===== src/rtl/abs_mag_pkg.sv =====
// abs_mag_pkg
//   Shared constants and helpers for the abs_mag_pipe gradient-magnitude stage.
//   CH_DEF / IN_W_DEF / OUT_W_DEF : default channel count and widths
//   SATCNT_W                      : width of the optional saturation counter
//   sat_add(a, b, out_w)          : unsigned add clipped to out_w bits,
//                                   returns {sat, mag} with mag in the low bits
package abs_mag_pkg;

  localparam int CH_DEF    = 4;
  localparam int IN_W_DEF  = 12;
  localparam int OUT_W_DEF = 12;
  localparam int SATCNT_W  = 16;

  // Fixed argument width for sat_add so one function serves every
  // parameterisation; callers zero-extend into it.
  localparam int SAT_ARG_W = 32;

  // Bit SAT_ARG_W of the result is the clip flag; bits [out_w-1:0] hold the
  // magnitude and everything between is zero.
  function automatic logic [SAT_ARG_W:0] sat_add(
    input logic [SAT_ARG_W-1:0] a,
    input logic [SAT_ARG_W-1:0] b,
    input int                   out_w
  );
    logic [SAT_ARG_W:0] sum;
    logic [SAT_ARG_W:0] limit;
    sum   = {1'b0, a} + {1'b0, b};
    limit = ((SAT_ARG_W+1)'(1) << out_w) - (SAT_ARG_W+1)'(1);
    if (sum > limit) begin
      return {1'b1, limit[SAT_ARG_W-1:0]};
    end else begin
      return {1'b0, sum[SAT_ARG_W-1:0]};
    end
  endfunction

endpackage


===== src/rtl/abs_sat_unit.sv =====
// abs_sat_unit
//   Combinational absolute value of one signed two's-complement operand.
//   The result is IN_W bits unsigned, so the most negative input
//   -2^(IN_W-1) maps to exactly 2^(IN_W-1) instead of wrapping.
//   x     : signed operand
//   abs_x : unsigned |x|
module abs_sat_unit
  import abs_mag_pkg::*;
#(
  parameter int IN_W = IN_W_DEF
) (
  input  logic [IN_W-1:0] x,
  output logic [IN_W-1:0] abs_x
);

  // Negation in an unsigned IN_W-bit field: ~x + 1 of 100..0 is 100..0,
  // which read as unsigned is the correct magnitude.
  always_comb begin
    abs_x = x;
    if (x[IN_W-1]) begin
      abs_x = (~x) + IN_W'(1);
    end
  end

endmodule


===== src/rtl/abs_mag_pipe.sv =====
// abs_mag_pipe
//   Two-stage pipelined gradient magnitude: per channel mag = |gx| + |gy|,
//   clipped to OUT_W bits, plus an edge flag (mag >= thresh sampled with
//   the beat) and a clip flag. Valid/ready on both sides, full throughput.
//   Optional build macro ABS_MAG_SATCNT_EN adds a 16-bit saturating count
//   of clipped channels on accepted output beats (port sat_count).
//
//   clk, rst            : clock, synchronous active-high reset
//   in_valid / in_ready : input handshake
//   in_gx, in_gy        : CH packed signed operands, channel k at [k*IN_W +: IN_W]
//   thresh              : edge threshold, captured with each accepted beat
//   out_valid/out_ready : output handshake
//   out_mag             : CH packed unsigned magnitudes
//   out_edge, out_sat   : per-channel threshold and clip flags
//   sat_count           : (ABS_MAG_SATCNT_EN only) clipped-channel counter
module abs_mag_pipe
  import abs_mag_pkg::*;
#(
  parameter int CH    = CH_DEF,
  parameter int IN_W  = IN_W_DEF,
  parameter int OUT_W = OUT_W_DEF
) (
  input  logic                  clk,
  input  logic                  rst,
  input  logic                  in_valid,
  output logic                  in_ready,
  input  logic [CH*IN_W-1:0]    in_gx,
  input  logic [CH*IN_W-1:0]    in_gy,
  input  logic [OUT_W-1:0]      thresh,
  output logic                  out_valid,
  input  logic                  out_ready,
  output logic [CH*OUT_W-1:0]   out_mag,
  output logic [CH-1:0]         out_edge,
  output logic [CH-1:0]         out_sat
`ifdef ABS_MAG_SATCNT_EN
  ,
  output logic [SATCNT_W-1:0]   sat_count
`endif
);

  logic [CH-1:0][IN_W-1:0] abs_gx;
  logic [CH-1:0][IN_W-1:0] abs_gy;

  logic                    s1_valid_q, s1_valid_d;
  logic [CH-1:0][IN_W-1:0] s1_abs_gx_q, s1_abs_gx_d;
  logic [CH-1:0][IN_W-1:0] s1_abs_gy_q, s1_abs_gy_d;
  logic [OUT_W-1:0]        s1_thresh_q, s1_thresh_d;

  logic                    s2_valid_q, s2_valid_d;
  logic [CH*OUT_W-1:0]     s2_mag_q, s2_mag_d;
  logic [CH-1:0]           s2_edge_q, s2_edge_d;
  logic [CH-1:0]           s2_sat_q, s2_sat_d;

  logic                    s2_free;
  logic                    s1_advance;
  logic                    in_fire;
  logic [SAT_ARG_W:0]      sum_res [CH];

  for (genvar g = 0; g < CH; g++) begin : g_abs
    abs_sat_unit #(.IN_W(IN_W)) u_abs_gx (
      .x     (in_gx[g*IN_W +: IN_W]),
      .abs_x (abs_gx[g])
    );
    abs_sat_unit #(.IN_W(IN_W)) u_abs_gy (
      .x     (in_gy[g*IN_W +: IN_W]),
      .abs_x (abs_gy[g])
    );
  end

  // S2 can take a beat when empty or when its current beat leaves this
  // cycle; S1 can then refill in the same cycle, so in_ready depends
  // combinationally on out_ready and no bubble appears in steady state.
  always_comb begin
    s2_free    = ~s2_valid_q | out_ready;
    s1_advance = s1_valid_q & s2_free;
    in_ready   = ~s1_valid_q | s1_advance;
    in_fire    = in_valid & in_ready;
  end

  always_comb begin
    s1_valid_d  = s1_valid_q;
    s1_abs_gx_d = s1_abs_gx_q;
    s1_abs_gy_d = s1_abs_gy_q;
    s1_thresh_d = s1_thresh_q;
    if (in_ready) begin
      s1_valid_d = in_valid;
    end
    if (in_fire) begin
      s1_abs_gx_d = abs_gx;
      s1_abs_gy_d = abs_gy;
      s1_thresh_d = thresh;
    end
  end

  always_comb begin
    for (int k = 0; k < CH; k++) begin
      sum_res[k] = sat_add(SAT_ARG_W'(s1_abs_gx_q[k]), SAT_ARG_W'(s1_abs_gy_q[k]), OUT_W);
    end
  end

  // S2 holds its outputs untouched while stalled so the downstream view is
  // stable until the handshake completes.
  always_comb begin
    s2_valid_d = s2_valid_q;
    s2_mag_d   = s2_mag_q;
    s2_edge_d  = s2_edge_q;
    s2_sat_d   = s2_sat_q;
    if (s2_free) begin
      s2_valid_d = s1_valid_q;
    end
    if (s1_advance) begin
      for (int k = 0; k < CH; k++) begin
        s2_mag_d[k*OUT_W +: OUT_W] = sum_res[k][OUT_W-1:0];
        s2_sat_d[k]                = sum_res[k][SAT_ARG_W];
        s2_edge_d[k]               = (sum_res[k][OUT_W-1:0] >= s1_thresh_q);
      end
    end
  end

  always_ff @(posedge clk) begin
    if (rst) begin
      s1_valid_q  <= 1'b0;
      s1_abs_gx_q <= '0;
      s1_abs_gy_q <= '0;
      s1_thresh_q <= '0;
      s2_valid_q  <= 1'b0;
      s2_mag_q    <= '0;
      s2_edge_q   <= '0;
      s2_sat_q    <= '0;
    end else begin
      s1_valid_q  <= s1_valid_d;
      s1_abs_gx_q <= s1_abs_gx_d;
      s1_abs_gy_q <= s1_abs_gy_d;
      s1_thresh_q <= s1_thresh_d;
      s2_valid_q  <= s2_valid_d;
      s2_mag_q    <= s2_mag_d;
      s2_edge_q   <= s2_edge_d;
      s2_sat_q    <= s2_sat_d;
    end
  end

  assign out_valid = s2_valid_q;
  assign out_mag   = s2_mag_q;
  assign out_edge  = s2_edge_q;
  assign out_sat   = s2_sat_q;

`ifdef ABS_MAG_SATCNT_EN
  logic [SATCNT_W-1:0] sat_count_q, sat_count_d;
  logic [SATCNT_W:0]   sat_pop;
  logic [SATCNT_W:0]   sat_sum;

  // One extra bit on the sum catches the wrap so the counter pins at all-ones.
  always_comb begin
    sat_count_d = sat_count_q;
    sat_pop     = '0;
    for (int k = 0; k < CH; k++) begin
      sat_pop = sat_pop + (SATCNT_W+1)'(s2_sat_q[k]);
    end
    sat_sum = {1'b0, sat_count_q} + sat_pop;
    if (s2_valid_q && out_ready) begin
      sat_count_d = sat_sum[SATCNT_W] ? '1 : sat_sum[SATCNT_W-1:0];
    end
  end

  always_ff @(posedge clk) begin
    if (rst) begin
      sat_count_q <= '0;
    end else begin
      sat_count_q <= sat_count_d;
    end
  end

  assign sat_count = sat_count_q;
`endif

endmodule


===== config.mk =====
export PLATFORM = sky130hd
export DESIGN_NAME = abs_mag_pipe
export DESIGN_NICKNAME = d
export VERILOG_FILES = /design/src/rtl/abs_mag_pkg.sv /design/src/rtl/abs_sat_unit.sv /design/src/rtl/abs_mag_pipe.sv
export SDC_FILE = /design/constraint.sdc
export NUM_CORES = 1
export LEC_CHECK = 0
export ABC_AREA = 1
export CAP_MARGIN = 20
export CORE_AREA = 2 2 202 204
export CTS_BUF_LIST = sky130_fd_sc_hd__clkbuf_2
export DETAILED_ROUTE_END_ITERATION = 16
export DIE_AREA = 0 0 204 206
export PLACE_DENSITY = 0.58
export SLEW_MARGIN = 20
export SYNTH_ARGS = -nofsm -noshare
export SYNTH_HDL_FRONTEND = slang
export SYNTH_SLANG_ARGS = --single-unit

===== constraint.sdc =====
create_clock -name clk -period 3.05 [get_ports clk]
set_input_delay 0.61 -clock clk [delete_from_list [all_inputs] [get_ports clk]]
set_output_delay 0.61 -clock clk [all_outputs]
set_load 0.01 [all_outputs]

Word level (Yosys, flattened, before mapping)
Index checks and enable logic that the tools add are counted.

cells by class
  $add $sub $neg = 12
  magnitude comparators = 8
  multiplexer cells = 12
  bitwise logic cells = 14

operators with widths
  kind                     count
  $mux W33                 4
  $add A12 B1 Y12 const B  8
  $mux W12                 8
  $not A12 Y12             8
  $add A12 B12 Y13         4
  $gt A13 B12 Y1 const B   4
  $ge A12 B12 Y1           4
  $and A1 B1 Y1            2
  $not A1 Y1               2
  $or A1 B1 Y1             2

word-level totals
  register bits = 166
  output and inout bits = 58
  logic and storage cells = 60

Logic depth before layout (Yosys ltp)
Gate-level depths: netlist of run 1.

  depth after elaboration = 5
  gate-level depth with buffers = 19
  gate-level depth less buffers = 19

By module
A second synthesis of run 1 with hierarchy kept.

unflattened totals
  cells, all modules = 1932
  area total of the unflattened synthesis = 12318.1 um^2

modules (own cells, without submodules)
  module        instances  cells an instance  area an instance (um^2)
  abs_mag_pipe  1          1468               9955.8
  abs_sat_unit  8          58                 295.3

Worst setup path before layout of run 1
Ideal clock, no wire load.

  path kind = reg-to-reg
  start point = register s1_abs_gx_q[36] in the netlist's numbering
  end point = register s2_edge_q[3] (netlist: out_edge[3])
  setup time = 0.132 ns
  data arrival time = 2.346 ns
  path slack = 0.572 ns
  stages on the path, launching flop included = 17
  period minus slack after synthesis = 2.478 ns
  path through = dfxtp_1 > ha_1 > inv_1 > fa_1 > inv_1 > nand3_1 > nand3_2 > and3_4 > nor2_4 > buf_2 > nand2_1 > ha_1 > a21o_1 > o21ai_0 > nand4_1 > nand2_1 > a21oi_1

RTL lines
  item                    line                 source
  from (decl)             abs_mag_pipe.sv:45   logic [CH-1:0][IN_W-1:0] s1_abs_gx_q, s1_abs_gx_d;
  from (signal assigned)  abs_mag_pipe.sv:132  s1_abs_gx_q <= s1_abs_gx_d;
  to (signal assigned)    abs_mag_pipe.sv:137  s2_edge_q <= s2_edge_d;
  to (decl)               abs_mag_pipe.sv:51   logic [CH-1:0] s2_edge_q, s2_edge_d;

==> results of run 1 <==
[Yosys cell counts]
library cell and instances:
nor4_1 8, nand2_1 421, nand3_1 88, o21ai_0 152
inv_1 265, buf_6 10, a31oi_1 16, and3_4 4
o221ai_1 13, nand3_2 5, nor2_4 4, and2_1 8
o21bai_1 4, fa_1 4, a21oi_2 4, nand3b_1 6
clkbuf_2 3, or2_2 1, dfxtp_1 166, inv_2 3
a21o_1 4, a22oi_1 8, o21ai_2 4, o21a_1 8
ha_1 104, xor2_1 24, xnor2_1 24, nor2_1 237
o211ai_1 13, nand4_1 16, buf_1 6, clkbuf_1 21
buf_2 24, a21oi_1 137, nand2_2 9, nor3_1 4
[per-layer routing]
layer  vias up  part of all wire  track usage
li1       6180                 -            -
met2       270              0.40       0.2437
met4         0             0.013      0.03804
met1      5300              0.53       0.2635
met5         -                 0            0
met3        24             0.055      0.02980
[worst min-delay path, cell delays in order]
cell	delay, ns
buf_2	0.10
inv_2	0.16
o21ai_0	0.13
a31oi_1	0.05
[through the flow]
| stage | hold WS, ns | power (mW) |
|---|---|---|
| 4_1_cts | 0.1768 | 5.655 |
| 6_report | 0.2658 | 5.600 |
| 2_1_floorplan | 0.4685 | 3.665 |
| 5_1_grt | 0.2230 | 6.018 |
| 3_5_place_dp | 0.4658 | 4.379 |
| 3_3_place_gp | 0.4735 | 4.348 |
[kinds of logic (layout without fill, tap and decap cells)]
family | after synthesis | in the layout | synth area share
xor+xnor | 48 | 48 | 0.03543
fa+ha+maj | 108 | 108 | 0.1164
compound gates | 363 | 363 | 0.1692
simple gates | 811 | 813 | 0.2847
buf+inv | 332 | 484 | 0.1142
flops | 166 | 166 | 0.2801
other cells | 0 | 1 | 0
[cell usage in the layout, fill, tap and decap left out, types with 4 or more instances in the layout]
cell,count
nand2_1,421
inv_1,264
nor2_1,237
clkdlybuf4s50_1,168
dfxtp_1,164
o21ai_0,152
a21oi_1,137
ha_1,104
nand3_1,88
xor2_1,24
xnor2_1,23
clkbuf_2,18
nand4_1,16
a31oi_1,16
o211ai_1,13
o221ai_1,13
buf_4,11
nand2_2,9
o21a_1,8
and2_1,8
nor4_1,8
a22oi_1,8
inv_6,8
nand3b_1,6
nand3_2,5
and3_4,4
a21oi_2,4
o21bai_1,4
nor2_4,4
nor3_1,4
o21ai_2,4
a21o_1,4
fa_1,4
buf_12,4
[state kept, by name (all words and copies together) (netlist names)]
signal       cells
out_edge         4
out_mag         48
out_sat          4
out_valid        1
s1_abs_gx_q     48
s1_abs_gy_q     48
s1_thresh_q     12
s1_valid_q       1
[power groups by stage]
stage | Sequential (mW) | Clock, mW | Combinational, mW
detailed placement | 2.49 | 0 | 1.89
finish | 2.45 | 1.25 | 1.90
global route | 2.47 | 1.38 | 2.16
floorplan | 2.48 | 0 | 1.19
CTS | 2.45 | 1.30 | 1.90
global placement | 2.49 | 0 | 1.86
[how the worst max path moves through the flow]
| stage | from | to | cells past startpoint |
|---|---|---|---|
| floorplan | s1_abs_gx_q[36] | out_edge[3] | 16 |
| global placement | s1_abs_gx_q[12] | out_edge[1] | 17 |
| detailed placement | s1_abs_gx_q[12] | out_edge[1] | 17 |
| CTS | s1_abs_gx_q[12] | out_edge[1] | 17 |
| global route | s1_abs_gx_q[33] | out_edge[2] | 14 |
| finish | s1_abs_gx_q[33] | out_edge[2] | 14 |
[cell type report]
class / instances / area (sq um)
Tap cell: 532 / 665.6
Timing Repair Buffer: 184 / 1849
Inverter: 268 / 1008
Fill cell: 4385 / 25900
Multi-Input combinational cell: 1332 / 7208
Sequential cell: 166 / 3326
Antenna cell: 1 / 2.502
Clock buffer: 18 / 90.09
Clock inverter: 14 / 137.6
==> flow_summary.yaml, run 1 <==
power:
  power.switching_mw: 2.137
  p_sw_frac: 0.3817
  power_density_nw_per_um2: 391.9
  combPwrFrac: 0.339
  seq_power_share: 0.438
  internal_power_mw: 3.462
  clock_power_share: 0.223
  peakVddDrop_mv: 0.1934
  p_leak_nw: 7.102
cts:
  holdBufCountCts: 0
  clockBufferDepth: 2
  ctsResizeCount: 0
  cts_tree: "yes"
  insertion_delay_ns: 0.81
  clkTransAtPathRegs_ns: 0.29
  post_cts_buffers: 0
  clock-root-buffer: "clkbuf_2"
  cts_buffers: 17
  cts_sinks: 166
  ctsHtreeMaxLevel: 4
detailed_routing:
  vias: 11774
  via_per_inst: 4.682
  drtIter0Drc: 824
  drc: 0
  dr.pass1.iters: 5
  routed_wl_microns: 36120
  wire_per_inst_microns: 14.36
  ant_nets: 0
yosys:
  syn_inst: 1828
  synth_area_sq_um: 11870
  synth-warning-count: 0
  postSynthAreaPerCell_sq_um: 6.491
  synthTopCellsByArea: "dfxtp_1 (28%), nand2_1 (13%), ha_1 (11%), inv_1 (8.4%), nor2_1 (7.5%)"
  synth_largest_area_cell: "dfxtp_1"
  ys_seq_elements: 166
  synth_top_area_share: 0.2801
  synth.net_count: 2048
  ys_types: 36
  ys_seq_area_frac: 0.2801
final_layout:
  fin_util: 0.3556
  stdcell_count: 2515
  fin_area_sq_um: 14290
  areaGrowthSynthToFinish_pct: 20.40
  final_nets: 2189
  layout-drive-gt1-share: 0.04390
timing:
  fin_ws_ns: 0.2548
  finClkSkew_ns: 0.05437
  period_share: 0.9165
  slew_headroom: 0.4594
  finalWorstPathRequiredPeriod_ns: 2.795
  finalSetupTns_ns: 0
  worstMarginPinSlew_ns: 0.8109
  finalSetupViolations: 0
  fmax_ghz: 0.3578
  rsz0062_at_grt: "no"
  hold_viol: 0
  slew_viol_final: 0
setup_path:
  r2r-end: "out_edge[2]"
  ff2ff_path_depth: 14
  crit_path_top_delay_cell: "dfxtp_1"
  required_ns: 3.79
  critPathKind: "register to register"
  worst_path_most_repeated_cell: "nand2_1"
  r2r_slack_ns: 0.25
  critPathMaxStageDelay_ns: 0.39
  cp_max_fo: 21
  cp_cell_sequence: "ha_1 > a21oi_1 > o21a_1 > nand2_2 > nor2_4 > nand2_1 > ha_1 > nand2_1 > nor2_1 > and2_1 > nand2_1 > nand4_1 > nand2_1 > a21oi_1"
  crit_path_start_kind: "register"
  crit_family: "simple AND/OR/NAND/NOR gates"
  critical_path.endpoint_type: "register"
  cp.buffers_inverters: 0
  critPathArrivalTime_ns: 3.53
  r2r-start: "s1_abs_gx_q[33]"
global_route:
  grt_pass1_wl_microns: 56870
  grt_antenna_before_repair: 1
  grt_overflow_total: 0
  grt_pass1_vias: 10517
  grt_usage: 0.1711
  grt_max_degree: 66
floorplan:
  die_area_sq_um: 42020
  std_cell_rows: 74
  start_util: 0.2953
  die_w_microns: 204
  ioPinCount: 170
  die_y_microns: 206
  core-area_sq_um: 40180
hold_path:
  hold_end: "out_mag[25]"
  holdCritStartpoint: "rst"
  hold_depth: 4
  hold_path.class: "input pin to register"
placed_design:
  port_buffers: 169
  dpl_worst_slack_ns: 0.2411
  dpl-instance-area_sq_um: 14030
  dp.cells: 2480
  gp_congestion: 0.8900
  dpl.hpwl_microns: 28370
status:
  status: "complete, no violations"
job:
  cap_viol_max_count: 0
Note: power is estimated with default switching activity, not from simulation.
==> run 2: changes to the inputs <==
CAP_MARGIN = not set   (was 20)
GPL_ROUTABILITY_DRIVEN = 0   (was not set)
==> run 2 against run 1 <==
First-iteration DRC count down 4.4%. Total power down 0.73%. Routed wire length down 0.14%. Sequential power about the same. Cell area down 0.16%. Combinational power about the same. Critical endpoint is now out_edge[0]. Non-clock buffer count down 1. Via count up 0.82%. Utilization down 0.056 points. Highest routed layer unchanged. Clock skew down 0.0012 ns.
==> flow_summary.yaml, run 2 (synthesis results as in run 1) <==
setup_path:
  critPathArrivalTime_ns: 3.55
  crit_path_start_kind: "register"
  required_ns: 3.80
  critical_path.endpoint_type: "register"
  cp_max_fo: 4
  critPathKind: "register to register"
floorplan:
  die_area_sq_um: 42020
  die_y_microns: 206
  die_w_microns: 204
  std_cell_rows: 74
  start_util: 0.2953
  ioPinCount: 170
  core-area_sq_um: 40180
cts:
  cts_sinks: 166
  holdBufCountCts: 0
  clkTransAtPathRegs_ns: 0.27
  post_cts_buffers: 0
  insertion_delay_ns: 0.82
  cts_buffers: 17
  ctsHtreeMaxLevel: 4
  cts_tree: "yes"
  clockBufferDepth: 2
  clock-root-buffer: "clkbuf_2"
timing:
  fin_ws_ns: 0.2496
  fmax_ghz: 0.3571
  slew_headroom: 0.4424
  hold_viol: 0
  hold_ws_ns: 0.2947
  finClkSkew_ns: 0.05322
  finalSetupTns_ns: 0
  finalWorstPathRequiredPeriod_ns: 2.800
  finalSetupViolations: 0
  period_share: 0.9182
  worstMarginPinSlew_ns: 0.8364
  rsz0062_at_grt: "no"
  slew_viol_final: 0
final_layout:
  multi_input_area_sq_um: 7207
  ff_latch_area_sq_um: 3323
  areaGrowthSynthToFinish_pct: 20.21
  layout_commonest_cell: "nand2_1"
  final_nets: 2189
  stdcell_count: 2516
  layout_common_cells: "nand2_1 (421), inv_1 (264), nor2_1 (237)"
  layout-drive-gt1-share: 0.04238
  fin_area_sq_um: 14260
  n_fill_cell: 4347
global_route:
  grt_pass1_vias: 10855
  grt_usage: 0.1716
  grt_overflow_total: 0
  grt_pass1_wl_microns: 57460
  grt_antenna_before_repair: 2
  grt_max_degree: 66
placed_design:
  dpl.hpwl_microns: 28200
  dpl_worst_slack_ns: 0.2386
  dp.cells: 2479
  dpl-instance-area_sq_um: 14010
  port_buffers: 169
detailed_routing:
  vias: 11870
  drc: 0
  ant_nets: 0
  routed_wl_microns: 36070
  via_per_inst: 4.718
  dr.pass1.iters: 5
  wire_per_inst_microns: 14.34
  drtIter0Drc: 788
power:
  peakVddDrop_mv: 0.2171
  p_leak_nw: 7.086
  power_density_nw_per_um2: 389.7
job:
  cap_viol_max_count: 0
status:
  status: "complete, no violations"
hold_path:
  hold_path.class: "input pin to register"
## run 2: path summary, 6_finish.rpt
kind	from	end	slack [ns]	cells past startpoint
hold / removal	rst	s1_abs_gx_q[32]	0.29	4
setup / recovery	s1_abs_gy_q[0]	out_edge[0]	0.25	18
hold reg to reg	out_edge[3]	out_edge[3]	0.49	2
setup reg to reg	s1_abs_gy_q[0]	out_edge[0]	0.25	18
## run 2: routing by layer
layer  part of all wire  global-route usage
met3              0.055             0.02964
met2               0.40              0.2466
met4              0.014             0.03908
met1               0.53              0.2623
met5                  0                   0
## run 2: timing repair
item	CTS	global route
hold endpoints to repair	0	0
endpoints found under the setup margin	0	3
gates resized for setup	0	0
## run 2: per-stage QoR
| step | utilization | power (mW) |
|---|---|---|
| after floorplan | - | 3.665 |
| after global placement | 0.3488 | 4.332 |
| after detailed placement | 0.3488 | 4.370 |
| after CTS | 0.3544 | 5.604 |
| after global routing | 0.3549 | 5.981 |
| final | 0.3550 | 5.559 |
## run 2: report_power, final
part	switching, mW	internal (mW)
registers	0.111	2.34
clock network	0.899	0.315
logic	1.10	0.793
total	2.11	3.45
## run 2: layout make-up
type                       count  share of cell area
sequential                   166              0.2330
clock inverter                15            0.009911
timing repair buffer         183              0.1282
multi-input combinational   1333              0.5052
tap                          532             0.04666
antenna                        2           0.0003508
inverter                     268             0.07070
clock buffer                  17            0.005964
## run 2: critical path: stages, from the launching register on
cell	delay, ns
dfxtp_1	0.40
ha_1	0.19
inv_1	0.06
fa_1	0.41
inv_1	0.10
nand3_1	0.09
nand3_2	0.11
nand2_1	0.07
nand2_1	0.07
xnor2_1	0.17
nand2_1	0.13
ha_1	0.30
nand2_1	0.06
nor2_1	0.13
and2_1	0.14
nand2_1	0.06
nand4_1	0.08
nand2_1	0.06
a21oi_1	0.13
